===== src/rtl/memorystage_pkg.sv =====
// memorystage_pkg: rv32i func codes, MEM-stage FSM states and helpers.
// Shared by memorystage, its load aligner and the bench.
package memorystage_pkg;

   localparam int BE_W = 4;

   typedef enum logic {
      MS_IDLE   = 1'b0,
      MS_ACCESS = 1'b1
   } ms_state_e;

   localparam logic [5:0] NOP   = 6'd0;
   localparam logic [5:0] ADD   = 6'd1;
   localparam logic [5:0] SUB   = 6'd2;
   localparam logic [5:0] SLL   = 6'd3;
   localparam logic [5:0] SLT   = 6'd4;
   localparam logic [5:0] SLTU  = 6'd5;
   localparam logic [5:0] XOR   = 6'd6;
   localparam logic [5:0] SRL   = 6'd7;
   localparam logic [5:0] SRA   = 6'd8;
   localparam logic [5:0] OR    = 6'd9;
   localparam logic [5:0] AND   = 6'd10;
   localparam logic [5:0] ADDI  = 6'd11;
   localparam logic [5:0] SLTI  = 6'd12;
   localparam logic [5:0] SLTIU = 6'd13;
   localparam logic [5:0] XORI  = 6'd14;
   localparam logic [5:0] ORI   = 6'd15;
   localparam logic [5:0] ANDI  = 6'd16;
   localparam logic [5:0] SLLI  = 6'd17;
   localparam logic [5:0] SRLI  = 6'd18;
   localparam logic [5:0] SRAI  = 6'd19;
   localparam logic [5:0] LUI   = 6'd20;
   localparam logic [5:0] AUIPC = 6'd21;
   localparam logic [5:0] JAL   = 6'd22;
   localparam logic [5:0] JALR  = 6'd23;
   localparam logic [5:0] BEQ   = 6'd24;
   localparam logic [5:0] BNE   = 6'd25;
   localparam logic [5:0] BLT   = 6'd26;
   localparam logic [5:0] BGE   = 6'd27;
   localparam logic [5:0] BLTU  = 6'd28;
   localparam logic [5:0] BGEU  = 6'd29;
   localparam logic [5:0] LB    = 6'd30;
   localparam logic [5:0] LH    = 6'd31;
   localparam logic [5:0] LW    = 6'd32;
   localparam logic [5:0] LBU   = 6'd33;
   localparam logic [5:0] LHU   = 6'd34;
   localparam logic [5:0] SB    = 6'd35;
   localparam logic [5:0] SH    = 6'd36;
   localparam logic [5:0] SW    = 6'd37;

   function automatic logic is_load(input logic [5:0] f);
      return f inside {LB, LH, LW, LBU, LHU};
   endfunction

   function automatic logic is_store(input logic [5:0] f);
      return f inside {SB, SH, SW};
   endfunction

   function automatic logic is_mem(input logic [5:0] f);
      return is_load(f) || is_store(f);
   endfunction

   function automatic logic is_branch(input logic [5:0] f);
      return f inside {BEQ, BNE, BLT, BGE, BLTU, BGEU};
   endfunction

   function automatic logic is_misaligned(input logic [5:0] f,
                                          input logic [1:0] a);
      return (f inside {LH, LHU, SH} && a[0]) ||
             (f inside {LW, SW} && (a != 2'b00));
   endfunction

endpackage


===== src/rtl/memorystage_load_align.sv =====
// memorystage_load_align: picks the addressed byte/half of a load word
// and sign- or zero-extends it to the datapath width.
module memorystage_load_align
   import memorystage_pkg::*;
#(
   parameter int width = 32
) (
   input  logic [width-1:0] i_rdata,
   input  logic [1:0]       i_addr,
   input  logic [5:0]       i_func,
   output logic [width-1:0] o_result
);

   logic [7:0]  w_byte;
   logic [15:0] w_half;

   always_comb begin
      w_byte = i_rdata[7:0];
      unique case (i_addr)
         2'd0: w_byte = i_rdata[7:0];
         2'd1: w_byte = i_rdata[15:8];
         2'd2: w_byte = i_rdata[23:16];
         2'd3: w_byte = i_rdata[31:24];
         default: w_byte = i_rdata[7:0];
      endcase
      w_half = i_addr[1] ? i_rdata[31:16] : i_rdata[15:0];
   end

   always_comb begin
      o_result = i_rdata;
      unique case (1'b1)
         (i_func == LB):  o_result = {{(width-8){w_byte[7]}}, w_byte};
         (i_func == LBU): o_result = {{(width-8){1'b0}}, w_byte};
         (i_func == LH):  o_result = {{(width-16){w_half[15]}}, w_half};
         (i_func == LHU): o_result = {{(width-16){1'b0}}, w_half};
         default:         o_result = i_rdata;
      endcase
   end

endmodule


===== src/rtl/memorystage.sv =====
// memorystage: MEM pipeline stage, req/ready data port, lane steering.
// Define MEMSTAGE_MISALIGN_CHECK_EN to suppress and flag misaligned ops.
module memorystage
   import memorystage_pkg::*;
#(
   parameter int width = 32
) (
   input  logic             clk,
   input  logic             rst,
   input  logic [width-1:0] addr_in,
   input  logic [width-1:0] data_in,
   input  logic [4:0]       rd_in,
   input  logic [5:0]       func_in,
   output logic             mem_req,
   output logic             mem_we,
   output logic [width-1:0] mem_addr,
   output logic [width-1:0] mem_wdata,
   output logic [BE_W-1:0]  mem_be,
   input  logic [width-1:0] mem_rdata,
   input  logic             mem_ready,
   output logic             stall_out,
   output logic [width-1:0] wb_data,
   output logic [4:0]       wb_rd,
   output logic             wb_we,
   output logic [5:0]       func_out,
   output logic             misalign
);

   ms_state_e        r_state;
   ms_state_e        w_state_nxt;
   logic [width-1:0] r_addr;
   logic [width-1:0] r_data;
   logic [4:0]       r_rd;
   logic [5:0]       r_func;
   logic             w_access;
   logic             w_mis_in;
   logic             w_mis_s;
   logic [width-1:0] w_ld_data;
   logic [width-1:0] w_wb_data;
   logic [4:0]       w_wb_rd;
   logic             w_wb_we;
   logic [5:0]       w_func;
   logic             w_mis;
   logic [width-1:0] r_wb_data;
   logic [4:0]       r_wb_rd;
   logic             r_wb_we;
   logic [5:0]       r_func_out;
   logic             r_misalign;

   assign w_access  = (r_state == MS_ACCESS);
   assign stall_out = w_access && !mem_ready;
   assign mem_req   = w_access;
   assign mem_addr  = {r_addr[width-1:2], 2'b00};
   assign mem_we    = w_access && is_store(r_func);

`ifdef MEMSTAGE_MISALIGN_CHECK_EN
   assign w_mis_in = is_misaligned(func_in, addr_in[1:0]);
   assign w_mis_s  = is_misaligned(r_func, r_addr[1:0]);
`else
   assign w_mis_in = 1'b0;
   assign w_mis_s  = 1'b0;
`endif

   // Byte enables are only meaningful while a request is up.
   always_comb begin
      mem_be    = '0;
      mem_wdata = r_data;
      if (w_access) begin
         unique case (1'b1)
            (r_func == SB): begin
               mem_be    = 4'b0001 << r_addr[1:0];
               mem_wdata = {4{r_data[7:0]}};
            end
            (r_func == SH): begin
               mem_be    = r_addr[1] ? 4'b1100 : 4'b0011;
               mem_wdata = {2{r_data[15:0]}};
            end
            default: mem_be = 4'b1111;
         endcase
      end
   end

   always_comb begin
      w_state_nxt = r_state;
      if (!stall_out) begin
         if (is_mem(func_in) && !w_mis_in)
            w_state_nxt = MS_ACCESS;
         else
            w_state_nxt = MS_IDLE;
      end
   end

   always_ff @(posedge clk or negedge rst) begin
      if (!rst)
         r_state <= MS_IDLE;
      else
         r_state <= w_state_nxt;
   end

   always_ff @(posedge clk or negedge rst) begin
      if (!rst) begin
         r_addr <= '0;
         r_data <= '0;
         r_rd   <= '0;
         r_func <= NOP;
      end else if (!stall_out) begin
         r_addr <= addr_in;
         r_data <= data_in;
         r_rd   <= rd_in;
         r_func <= func_in;
      end
   end

   memorystage_load_align #(
      .width (width)
   ) u_load_align (
      .i_rdata  (mem_rdata),
      .i_addr   (r_addr[1:0]),
      .i_func   (r_func),
      .o_result (w_ld_data)
   );

   // A waiting access writes a bubble into W each cycle.
   always_comb begin
      w_wb_data = '0;
      w_wb_rd   = '0;
      w_wb_we   = 1'b0;
      w_func    = NOP;
      w_mis     = 1'b0;
      if (w_access) begin
         if (mem_ready) begin
            w_func  = r_func;
            w_wb_rd = r_rd;
            if (is_load(r_func)) begin
               w_wb_data = w_ld_data;
               w_wb_we   = (r_rd != 5'd0);
            end
         end
      end else if (w_mis_s) begin
         w_mis = 1'b1;
      end else begin
         w_func    = r_func;
         w_wb_rd   = r_rd;
         w_wb_data = r_data;
         w_wb_we   = (r_rd != 5'd0) && (r_func != NOP) &&
                     !is_branch(r_func);
      end
   end

   always_ff @(posedge clk or negedge rst) begin
      if (!rst) begin
         r_wb_data  <= '0;
         r_wb_rd    <= '0;
         r_wb_we    <= 1'b0;
         r_func_out <= NOP;
         r_misalign <= 1'b0;
      end else begin
         r_wb_data  <= w_wb_data;
         r_wb_rd    <= w_wb_rd;
         r_wb_we    <= w_wb_we;
         r_func_out <= w_func;
         r_misalign <= w_mis;
      end
   end

   assign wb_data  = r_wb_data;
   assign wb_rd    = r_wb_rd;
   assign wb_we    = r_wb_we;
   assign func_out = r_func_out;
   assign misalign = r_misalign;

endmodule


===== config.mk =====
export PLATFORM = sky130hd
export DESIGN_NAME = memorystage
export DESIGN_NICKNAME = d
export VERILOG_FILES = /design/src/rtl/memorystage_pkg.sv /design/src/rtl/memorystage_load_align.sv /design/src/rtl/memorystage.sv
export SDC_FILE = /design/constraint.sdc
export NUM_CORES = 1
export LEC_CHECK = 0
export CAP_MARGIN = 25
export CORE_MARGIN = 8
export CORE_UTILIZATION = 45
export CTS_BUF_LIST = sky130_fd_sc_hd__clkbuf_4 sky130_fd_sc_hd__clkbuf_8 sky130_fd_sc_hd__clkbuf_16
export DETAILED_ROUTE_END_ITERATION = 10
export GPL_TIMING_DRIVEN = 0
export PLACE_DENSITY = 0.79
export SYNTH_ARGS = -nofsm -noshare
export SYNTH_HDL_FRONTEND = slang
export SYNTH_SLANG_ARGS = --single-unit

===== constraint.sdc =====
create_clock -name clk -period 3.7 [get_ports clk]
set_input_delay 1.11 -clock clk [delete_from_list [all_inputs] [get_ports clk]]
set_output_delay 1.11 -clock clk [all_outputs]
set_load 0.02 [all_outputs]

== Word level (Yosys, flattened, before mapping) ==
Index checks and enable logic that the tools add are counted.
Storage, ports and cells
  register bits after elaboration: 120
  input bits: 110
Operators by class
  equality and inequality tests: 25
  shifts and indexed selects: 1
  multiplexer cells: 19
  reductions and logical operators: 15
Operator list (number)
  $mux 32: 4
  $pmux 32 s4: 1
  $eq 6x6->1 const B: 12
  $pmux 32 s2: 1
  $eq 6x5->1 const B: 10
  $pmux 8 s4: 1
  $mux 16: 1
  $reduce_bool 5->1: 3
  $mux 6: 2
  $reduce_bool 6->1: 2
  $mux 5: 2
  $mux 4: 2
  $pmux 4 s2: 1
  $reduce_bool 3->1: 2
  $eq 2x2->1 const B: 2
  $logic_and 1x1->1: 4
  $mux 1: 4
  $shl 1x2->4 const A: 1
  $eq 2x1->1 const B: 1
  $logic_not 1->1: 2
  $logic_not 2->1: 1
  $logic_or 1x1->1: 1

== Longest topological paths before layout ==
  depth after elaboration: 6
  gate-level depth with buffers: 8
  mapped depth without buffers: 4

== By module ==
Synthesis repeated with hierarchy kept, for this count alone.
Second synthesis, totals
  cells, all modules: 629
  area, all modules: 5982.0 sq um
By module, submodules not included
  memorystage: instances 1, cells each 528, area each 5197.5 sq um, sequential area each 3002.9 sq um
  memorystage_load_align: instances 1, cells each 101, area each 784.5 sq um, sequential area each 0.0 sq um

== Least setup slack after synthesis ==
OpenSTA, ideal clock, no wires.
  path kind: flip-flop to output port
  start point: register r_func[3]
  end point: output port mem_wdata[24]
  data arrival time: 2.022 ns
  data required time: 2.590 ns
  setup slack: 0.568 ns
  stages on the path, launching flop included: 8
  buffers on the path: 3
  path through: dfrtp_1 -> buf_6 -> or4b_4 -> buf_6 -> nor3_4 -> nor2_4 -> buf_6 -> a221o_1
On the way
  longest elaborated chain between the ends: 3
Ends and longest elaborated chain
  start: declaration: RTL line memorystage.sv:34  | logic [5:0] r_func;
  start signal: assignment: RTL line memorystage.sv:110  | r_func <= func_in;
  $eq 6x6->1, on equally long branches: RTL line memorystage.sv:74, memorystage.sv:70
  $pmux 32 s2 (*): RTL line memorystage.sv:69  | unique case (1'b1)
  $mux 32 (*): RTL line memorystage.sv:68  | if (w_access) begin
  end: declaration: RTL line memorystage.sv:17  | output logic [width-1:0] mem_wdata,
Mark *: on every way between the ends. The rest lies on a longest branch, timed or not.

== Worst setup path in the final report ==
  start point: register r_func[3]
  end point: output port mem_wdata[30]
Same word-level chain as after synthesis.

==> summary.md <==
| Metric | Value |
|---|---|
| Achievable Freq | `0.274 GHz` |
| Max Root-Sink Buffers | `2` |
| Main area contributors after synthesis | `dfrtp_1 51%, nand2_1 14%, buf_4 5.2%, a221o_1 4.1%, mux4_2 3.0%` |
| Final critical-path share of the clock period | `0.987` |
| Placed Area | `8400 µm²` |
| Synth warn | `0` |
| Final hold violations | `0` |
| Post-route ant nets | `0` |
| Asr flop ratio synth | `1.00` |
| Sequential-to-total area share from yosys stat | `0.507` |
| # diodes | `0` |
| Largest net degree at the start of global routing | `80` |
| Most frequent cells in the layout | `220 x nand2_1, 192 x clkdlybuf4s50_1, 120 x dfrtp_1, 46 x buf_4, 29 x clkbuf_1` |
| Width of the die | `131 µm` |
| H-Tree Level Count | `4` |
| Met2 WL | `10800 µm` |
| Xor/xnor share of the synthesized area | `0.00148` |
| Final Slew Violations | `0` |
| Vias per cell | `5.27` |
| Number of synthesized flops with an enable pin | `0` |
| Placed cells | `1016` |
| Min Clock Period, post-route | `3.65 ns` |
| Fraction of layout cells with a size suffix above 1 | `0.167` |
| RSZ-0062 raised after global routing | `yes` |
| Mapped Area | `5930 µm²` |
| Syn Inst Count | `615` |
| Final instance area | `8940 µm²` |
| Simple-gate area share of the yosys netlist | `0.204` |
| Mux cell area share after synthesis | `0.0655` |
| Final setup viols | `0` |
| FP Rows | `42` |
| Largest family of logic cells by synthesized area | `simple AND/OR/NAND/NOR gates` |
| Global Route Usage Sum | `0.254` |
| Initial antenna violation count | `0` |
| CTS tree | `yes` |
| Core area | `13000 µm²` |
| Post-synth top area cell | `dfrtp_1` |
| Slew @ Worst Pin | `0.959 ns` |
| Req. time, crit path | `2.59 ns` |
| Die footprint | `17100 µm²` |
| Clk_skew | `0.00859 ns` |
| Vias | `5543` |
| Crit path from | `r_func[3]` |
| Final cell count without fillers | `1051` |
| Post-synth top area share | `0.507` |
| Clk slew on worst S/H paths | `0.06 ns` |
| Status | `complete, no violations` |
| Hold-fix buffers at CTS | `0` |
| Fillers | `1095` |
| Global route overflow | `0` |
| Power Density | `457 nW/µm²` |
| Die Y | `131 µm` |
| Clk sink count | `120` |
| RD Place Congestion | `0.920` |
| Initial Util | `0.455` |
| Layout net count | `973` |
| Layout area overhead | `50.8%` |
| Final HPWL DP | `16300 µm` |
| CP endpoint kind | `output pin` |
| Wire length on met3 | `1660 µm` |
| Commonest non-fill, non-tap cell in the layout | `nand2_1` |
| Vias in the first global route | `5718` |
| Post-synthesis area per instance | `9.64 µm²` |
| Max-cap viol count | `0` |
| Wire length of the first global-routing pass | `32200 µm` |
| Setup CP Type | `flop to output pin` |
| DRT Wirelength | `21300 µm` |
| Leak Pwr | `4.15 nW` |
| DRT iter0 DRCs | `598` |
| DRT met1 WL | `8220 µm` |
| Peak supply drop | `0.296 mV` |
| Adder-cell area share of the yosys netlist | `0` |
| Root Buffer Master | `clkbuf_16` |
| Total CTS buffers | `17` |
| Synth Flop Type | `dfrtp_1` |
| R2r startpoint | `mem_req` |
| Worst-Skew Late Latency | `0.42 ns` |
| Slew HR | `0.356` |
| First drt pass iteration count | `5` |
| #FFs+latches synth | `120` |
| DRC | `0` |
| Compound-Gate Fraction of Synth Area | `0.127` |
| Start point of the worst min-delay path | `r_addr[18]` |
| Ports | `226` |
| Worst Path Arrival | `2.54 ns` |
| CP max FO | `5` |
| Tightest Hold Check Type | `flop to flop` |
| I/O Buffers | `222` |
| Crit start category | `flop` |
| Top layer in use | `met4` |
| Wire length per cell | `20.2 µm` |
| Synth cell types | `51` |
-- per-layer routing --
metal  up-vias  global-route usage
met3        42              0.0572
li1       2555                   -
met1      2663               0.305
met2       283               0.433
met5         -                   0
met4         0               0.101
-- cell type report --
type,instances,area (µm²),area share
clock buffer,20,467,0.0522
multi-input combinational,396,2380,0.266
timing repair buffer,230,2230,0.249
clock inverter,11,97.6,0.0109
buffer,79,472,0.0528
tap,176,220,0.0246
sequential,120,3000,0.336
inverter,19,71.3,0.00798
-- worst paths after layout --
| path | endpoint | slack [ns] | depth (start not counted) |
|---|---|---|---|
| setup / recovery | mem_wdata[30] | 0.05 | 7 |
| hold / removal | r_addr[18] | 0.47 | 2 |
| setup reg to reg | r_data[28] | 1.24 | 7 |
| hold reg to reg | r_addr[18] | 0.47 | 2 |
| max in group asynchronous | r_data[18] | 2.40 | 2 |
| min in group asynchronous | r_addr[21] | 0.59 | 1 |
-- worst max-delay path: stages (launching register included) --
cell	delay, ns
dfrtp_1	0.37
buf_6	0.13
or4b_4	0.60
nor3_4	0.29
nor2_4	0.07
buf_2	0.18
a221o_1	0.31
buf_2	0.17
-- per-stage QoR --
step | total power [W] | TNS [ns] | utilization | setup slack, ns | hold slack [ns]
after floorplan | 0.00202 | 0 | - | 0.568 | 0.440
after global placement | 0.00253 | -341.27 | 0.643 | -2.84 | 0.452
after detailed placement | 0.00255 | -1.91 | 0.645 | -0.525 | 0.457
after CTS | 0.00410 | -0.0374 | 0.683 | -0.0195 | 0.469
after global routing | 0.00424 | -0.191 | 0.686 | -0.0347 | 0.480
final | 0.00408 | 0 | 0.686 | 0.0493 | 0.466
-- power breakdown --
group          leakage [nW]  internal, W  switching [W]  total, W
clock                 0.270     0.000968       0.000593   0.00156
sequential             1.43      0.00144      0.0000926   0.00154
combinational          2.45     0.000487       0.000499  0.000987
total                  4.15      0.00290        0.00119   0.00408
-- what timing repair did --
item                                   CTS  global route
cloned                                   0             1
pin swaps                                2             5
endpoints found under the hold margin    0             0
setup buffers                            3             3
setup endpoints to repair               29            24
gates resized for setup                100             8
-- kinds of logic after synthesis --
logic type             Yosys count
AND/OR/NAND/NOR                274
flip-flops                     120
buffers and inverters          101
AO/OA/AOI/OAI                   92
multiplexers                    26
XOR/XNOR                         1
other                            1
-- registers in the layout, summed over array words and instances (netlist names) --
name,flops
wb_we,1
wb_rd,5
wb_data,32
r_rd,5
r_data,32
func_out,6
mem_req,1
r_func,6
r_addr,32
-- cell usage after synthesis, drive strengths merged, types with 3 or more instances --
library cell,number
nor2,4
mux2,16
o32ai,8
clkbuf,31
o21ai,9
a221o,24
mux4,8
nand2,221
nor2b,9
and2,19
buf,51
a211oi,10
o221ai,8
a32oi,8
nor3,3
o21a,4
dfrtp,120
inv,19
nand2b,3
a21oi,4
a21o,9
(Power assumes the default switching activity.)
